File: src/rtl/iter_mult_pkg.sv
// Shared definitions for the iterative wide multiplier.
//   mult_state_t : controller states (IDLE, RUN, DONE)
//   CHUNK_W      : width of one operand chunk fed to vedic_8x8
//   n_chunks()   : number of chunks an operand of a given width splits into
package iter_mult_pkg;

  localparam int CHUNK_W = 8;

  typedef enum logic [1:0] {
    IDLE = 2'd0,
    RUN  = 2'd1,
    DONE = 2'd2
  } mult_state_t;

  function automatic int n_chunks(input int op_width);
    return op_width / CHUNK_W;
  endfunction

endpackage

File: src/rtl/vedic_8x8.sv
// Combinational 8x8 unsigned multiplier, Vedic (Urdhva-Tiryagbhyam) style:
// four 4x4 partial products combined with shifted additions.
//   i_a, i_b : 8-bit unsigned operands
//   o_p      : 16-bit unsigned product
module vedic_8x8 (
  input  logic [7:0]  i_a,
  input  logic [7:0]  i_b,
  output logic [15:0] o_p
);

  logic [7:0] w_ll;
  logic [7:0] w_lh;
  logic [7:0] w_hl;
  logic [7:0] w_hh;

  assign w_ll = i_a[3:0] * i_b[3:0];
  assign w_lh = i_a[3:0] * i_b[7:4];
  assign w_hl = i_a[7:4] * i_b[3:0];
  assign w_hh = i_a[7:4] * i_b[7:4];

  assign o_p = 16'(w_ll) + (16'(w_lh) << 4) + (16'(w_hl) << 4) + (16'(w_hh) << 8);

endmodule

File: src/rtl/iter_mult_ctrl.sv
// Multi-cycle unsigned multiplier controller. Splits a and b into 8-bit
// chunks and runs one chunk pair per cycle through a single vedic_8x8,
// shift-accumulating the partial products. C*C passes per product.
// Optional build macro: ITER_MULT_ZERO_SKIP_EN -- a zero operand at accept
// produces r=0 one cycle after accept instead of running all passes.
//   clk       : rising-edge clock
//   reset     : asynchronous active-low reset
//   in_valid  / in_ready  : operand handshake (a, b)
//   out_valid / out_ready : product handshake (r)
//   a, b      : OP_WIDTH-bit unsigned operands (OP_WIDTH multiple of 8, >= 8)
//   r         : 2*OP_WIDTH-bit product, held after the output handshake
module iter_mult_ctrl
  import iter_mult_pkg::*;
#(
  parameter int OP_WIDTH = 16
) (
  input  logic                    clk,
  input  logic                    reset,
  input  logic                    in_valid,
  output logic                    in_ready,
  input  logic [OP_WIDTH-1:0]     a,
  input  logic [OP_WIDTH-1:0]     b,
  output logic                    out_valid,
  input  logic                    out_ready,
  output logic [2*OP_WIDTH-1:0]   r
);

  localparam int C     = n_chunks(OP_WIDTH);
  localparam int CNT_W = (C > 1) ? $clog2(C) : 1;
  localparam logic [CNT_W-1:0] LAST = CNT_W'(C - 1);

  mult_state_t r_state;
  mult_state_t w_state_nxt;

  logic [OP_WIDTH-1:0]   r_a;
  logic [OP_WIDTH-1:0]   r_b;
  logic [2*OP_WIDTH-1:0] r_acc;
  logic [2*OP_WIDTH-1:0] r_prod;
  logic [CNT_W-1:0]      r_i;
  logic [CNT_W-1:0]      r_j;
  logic                  r_in_ready;
  logic                  r_out_valid;

  logic                  w_accept;
  logic                  w_last;
  logic                  w_out_fire;
  logic                  w_zero_skip;
  logic [OP_WIDTH-1:0]   w_a_sh;
  logic [OP_WIDTH-1:0]   w_b_sh;
  logic [7:0]            w_a_chunk;
  logic [7:0]            w_b_chunk;
  logic [15:0]           w_pp;
  logic [2*OP_WIDTH-1:0] w_pp_sh;
  logic [2*OP_WIDTH-1:0] w_acc_sum;

`ifdef ITER_MULT_ZERO_SKIP_EN
  assign w_zero_skip = (a == '0) || (b == '0);
`else
  assign w_zero_skip = 1'b0;
`endif

  // Chunk selection by shifting keeps the index arithmetic width-clean.
  assign w_a_sh    = r_a >> (CHUNK_W * int'(r_i));
  assign w_b_sh    = r_b >> (CHUNK_W * int'(r_j));
  assign w_a_chunk = w_a_sh[CHUNK_W-1:0];
  assign w_b_chunk = w_b_sh[CHUNK_W-1:0];

  vedic_8x8 u_vedic (
    .i_a (w_a_chunk),
    .i_b (w_b_chunk),
    .o_p (w_pp)
  );

  assign w_pp_sh   = (2*OP_WIDTH)'(w_pp) << (CHUNK_W * (int'(r_i) + int'(r_j)));
  assign w_acc_sum = r_acc + w_pp_sh;

  always_ff @(posedge clk or negedge reset) begin
    if (!reset) r_state <= IDLE;
    else        r_state <= w_state_nxt;
  end

  always_comb begin
    w_state_nxt = r_state;
    w_accept    = 1'b0;
    w_last      = 1'b0;
    w_out_fire  = 1'b0;
    case (r_state)
      IDLE: begin
        if (in_valid && r_in_ready) begin
          w_accept    = 1'b1;
          w_state_nxt = RUN;
        end
      end
      RUN: begin
        if ((r_i == LAST) && (r_j == LAST)) begin
          w_last      = 1'b1;
          w_state_nxt = DONE;
        end
      end
      DONE: begin
        if (r_out_valid && out_ready) begin
          w_out_fire  = 1'b1;
          w_state_nxt = IDLE;
        end
      end
      default: w_state_nxt = IDLE;
    endcase
  end

  always_ff @(posedge clk or negedge reset) begin
    if (!reset) begin
      r_a         <= '0;
      r_b         <= '0;
      r_acc       <= '0;
      r_prod      <= '0;
      r_i         <= '0;
      r_j         <= '0;
      r_in_ready  <= 1'b0;
      r_out_valid <= 1'b0;
    end else begin
      // Registered so in_ready stays low while reset is held and rises
      // one cycle after returning to IDLE.
      r_in_ready <= (w_state_nxt == IDLE);

      if (w_accept) begin
        r_a   <= a;
        r_b   <= b;
        r_acc <= '0;
        // Zero skip: a single pass on the last chunk pair yields zero and
        // reaches DONE on the next edge.
        r_i   <= w_zero_skip ? LAST : '0;
        r_j   <= w_zero_skip ? LAST : '0;
      end else if (r_state == RUN) begin
        r_acc <= w_acc_sum;
        if (r_j == LAST) begin
          r_j <= '0;
          r_i <= (r_i == LAST) ? '0 : r_i + 1'b1;
        end else begin
          r_j <= r_j + 1'b1;
        end
      end

      if (w_last) begin
        r_prod      <= w_acc_sum;
        r_out_valid <= 1'b1;
      end else if (w_out_fire) begin
        r_out_valid <= 1'b0;
      end
    end
  end

  assign in_ready  = r_in_ready;
  assign out_valid = r_out_valid;
  assign r         = r_prod;

endmodule
File: config.mk
export PLATFORM = sky130hd
export DESIGN_NAME = iter_mult_ctrl
export DESIGN_NICKNAME = d
export VERILOG_FILES = /design/src/rtl/iter_mult_pkg.sv /design/src/rtl/vedic_8x8.sv /design/src/rtl/iter_mult_ctrl.sv
export SDC_FILE = /design/constraint.sdc
export NUM_CORES = 1
export LEC_CHECK = 0
export CAP_MARGIN = 30
export CORE_ASPECT_RATIO = 1.25
export CORE_MARGIN = 2
export CORE_UTILIZATION = 50
export CTS_CLUSTER_DIAMETER = 150
export DETAILED_ROUTE_END_ITERATION = 10
export PLACE_DENSITY = 0.74
export SETUP_SLACK_MARGIN = 0.1
export SYNTH_ARGS = -nofsm -noshare
export SYNTH_HDL_FRONTEND = slang
export SYNTH_HIERARCHICAL = 1
export SYNTH_SLANG_ARGS = --single-unit
export TNS_END_PERCENT = 100
File: constraint.sdc
create_clock -name clk -period 19.86 [get_ports clk]
set_input_delay 3.972 -clock clk [delete_from_list [all_inputs] [get_ports clk]]
set_output_delay 3.972 -clock clk [all_outputs]
set_load 0.03 [all_outputs]
==> flow_summary.toml <==
[route]
drcViolationCount = 0
first_pass_iters = 6
vias = 7186
ant_nets = 0
routed_wl_mm = 20.7
drt-vias-per-instance = 5.69
wl_per_cell_um = 16.4
drtIter0Drc = 300

[setup_path]
arrival_ns = 8.26
worst-setup-path-type = "reg -> reg"
end_kind = "flip-flop"
start_kind = "flip-flop"
slowest_delay_ns = 0.61
worstPathRequired_ns = 20.11
crit_path_top_delay_cell = "dfrtp_1"
cp_max_fo = 11

[cells_and_area]
nets = 1207
fin_util_pct = 58.5
diodes = 0
drive_gt1_share_pct = 5.66
final_cell_mix = "nand2_1 (180), ha_1 (107), dfrtp_1 (102), clkdlybuf4s50_1 (68), and2_1 (58)"
layout_commonest_cell = "nand2_1"
n_fill_cell = 1522
synthToLayoutAreaGrowth_pct = 13.6

[floorplanning]
dieArea_um2 = 18500
die_h_um = 152
pin_count = 70
row_count = 53
die_w_um = 122
start_util_pct = 51.5
coreArea_um2 = 16900

[clocking]
cts_max_level = 3
holdBufCountCts = 0
cts_root_buffer = "clkbuf_16"
cts_buffers = 9
post-cts-setup-buffer-count = 0
clkSinkCount = 102
path_clk_slew_ns = 0.09
cts_resized = 0
clk_latency_ns = 0.37
cts_tree = "done"
clock_path_buffers = 2

[sta]
worstMarginPinSlew_ns = 0.840
period_share_pct = 40.3
skew_ns = 0.0126
finalHoldViolCount = 0
setup_viol_count_final = 0
setup_tns_ns = 0
rsz0062_at_grt = "false"
maxSlewHeadroom_pct = 44.0
finalWorstSetupSlack_ns = 11.85
period_minus_slack_ns = 8.01
fmax_mhz = 125
slew_viol_final = 0
whs_ns = 0.476

[synthesis]
synthDistinctLibCells = 67
synthCells = 994
syn_area_per_cell_um2 = 8.76
async_flop_share_pct = 100
synth_ff_type = "dfrtp_1"
synth_nets = 1164
synth-edff-count = 0
synth-seq-cells = 102
synth-seq-area-share_pct = 29.3
synth_area_um2 = 8710
ys_warn_count = 6

[run_status]
status = "complete, no violations"

[min_path]
hp-class = "reg -> reg"

[placement]
dp_slack_ns = 11.91
port_buffers = 69
gp_congestion = 0.907
dp_hpwl_mm = 16.4

[global_route]
antenna_found_initial = 0
grt_pass1_wl_mm = 34.9
track_usage_pct = 23.7
grt-ovfl-total = 0
first_global_vias = 7265
grt_max_degree = 67

[job]
maxCapViolCount = 0
==> layer usage <==
layer  vias to the layer above  routed length (um)  share of wire [%]  track usage (%)
li1                       3533                   -                  -                -
met1                      3433                8420                 41             27.5
met2                       163               10600                 51             42.3
met3                        57                 652                3.2             3.56
met4                         0                1020                5.0             12.1
met5                         -                   0                  0                0
==> synthesized netlist by cell type, drive strengths merged (13+ instances only) <==
cell type	n	area, um2
a21o	19	143
a21oi	47	262
and2	59	372
clkbuf	36	135
dfrtp	102	2550
fa	27	541
ha	107	1340
inv	51	191
mux2	16	180
nand2	182	683
nand3	49	245
nand4	13	81.3
nor2	39	146
nor2b	15	93.8
o21ai	73	369
xnor2	27	236
xor2	20	175
==> cells by family (layout without fill, tap and decap cells) <==
logic type / after synthesis / count (layout) / synth area share, %
compound gates: 211 / 211 / 16.5
buf+inv: 94 / 142 / 4.20
fa+ha+maj: 134 / 134 / 21.6
xor+xnor: 47 / 47 / 4.73
flops: 102 / 102 / 29.3
simple gates: 382 / 382 / 20.7
mux: 24 / 24 / 2.99
==> final cells by class <==
cell class | instances | area [um2] | area share [%]
Timing Repair Buffer | 75 | 766 | 7.74
Tap cell | 220 | 275 | 2.78
Multi-Input combinational cell | 798 | 5800 | 58.6
Inverter | 51 | 191 | 1.93
Clock buffer | 9 | 225 | 2.28
Sequential cell | 102 | 2550 | 25.8
Clock inverter | 7 | 86.3 | 0.872
==> per-stage QoR <==
stage	std cells	instance area [um2]
after global placement	1244	9540
after detailed placement	1246	9590
after floorplan	994	8710
after global routing	1262	9900
after CTS	1262	9900
final	1262	9900
==> critical path: cells and delay by family, from the launching register on <==
| family | cells | cell delay, ns |
|---|---|---|
| adder cells (fa/ha/maj) | 8 | 3.23 |
| AND/OR/NAND/NOR | 8 | 1.08 |
| XOR/XNOR | 2 | 0.28 |
| AO/OA/AOI/OAI | 8 | 1.85 |
| buffers and inverters | 3 | 0.16 |
| flip-flops | 1 | 0.61 |
| multiplexers | 2 | 0.67 |
==> worst paths after layout <==
check / from / end / slack [ns] / cells after the start
worst max-delay path: r_j / r[26] / 11.85 / 31
worst min-delay path: r_a[3] / r_a[3] / 0.48 / 2
worst max register to register: r_j / r[26] / 11.85 / 31
worst min register to register: r_a[3] / r_a[3] / 0.48 / 2
max in group asynchronous: reset / r_a[4] / 15.13 / 2
min in group asynchronous: reset / r_acc[2] / 3.54 / 1
==> registers in the layout (all words and copies together), names as in the netlist <==
register and flops:
in_ready 1, out_valid 1, r_a 16, r_b 16, r_acc 32, r_i 1, r_state 2, r_j 1
r 32
Power is left out: the tool's default activity adds up to more than one toggle a clock period on the data nets, which glitch-free logic cannot reach.
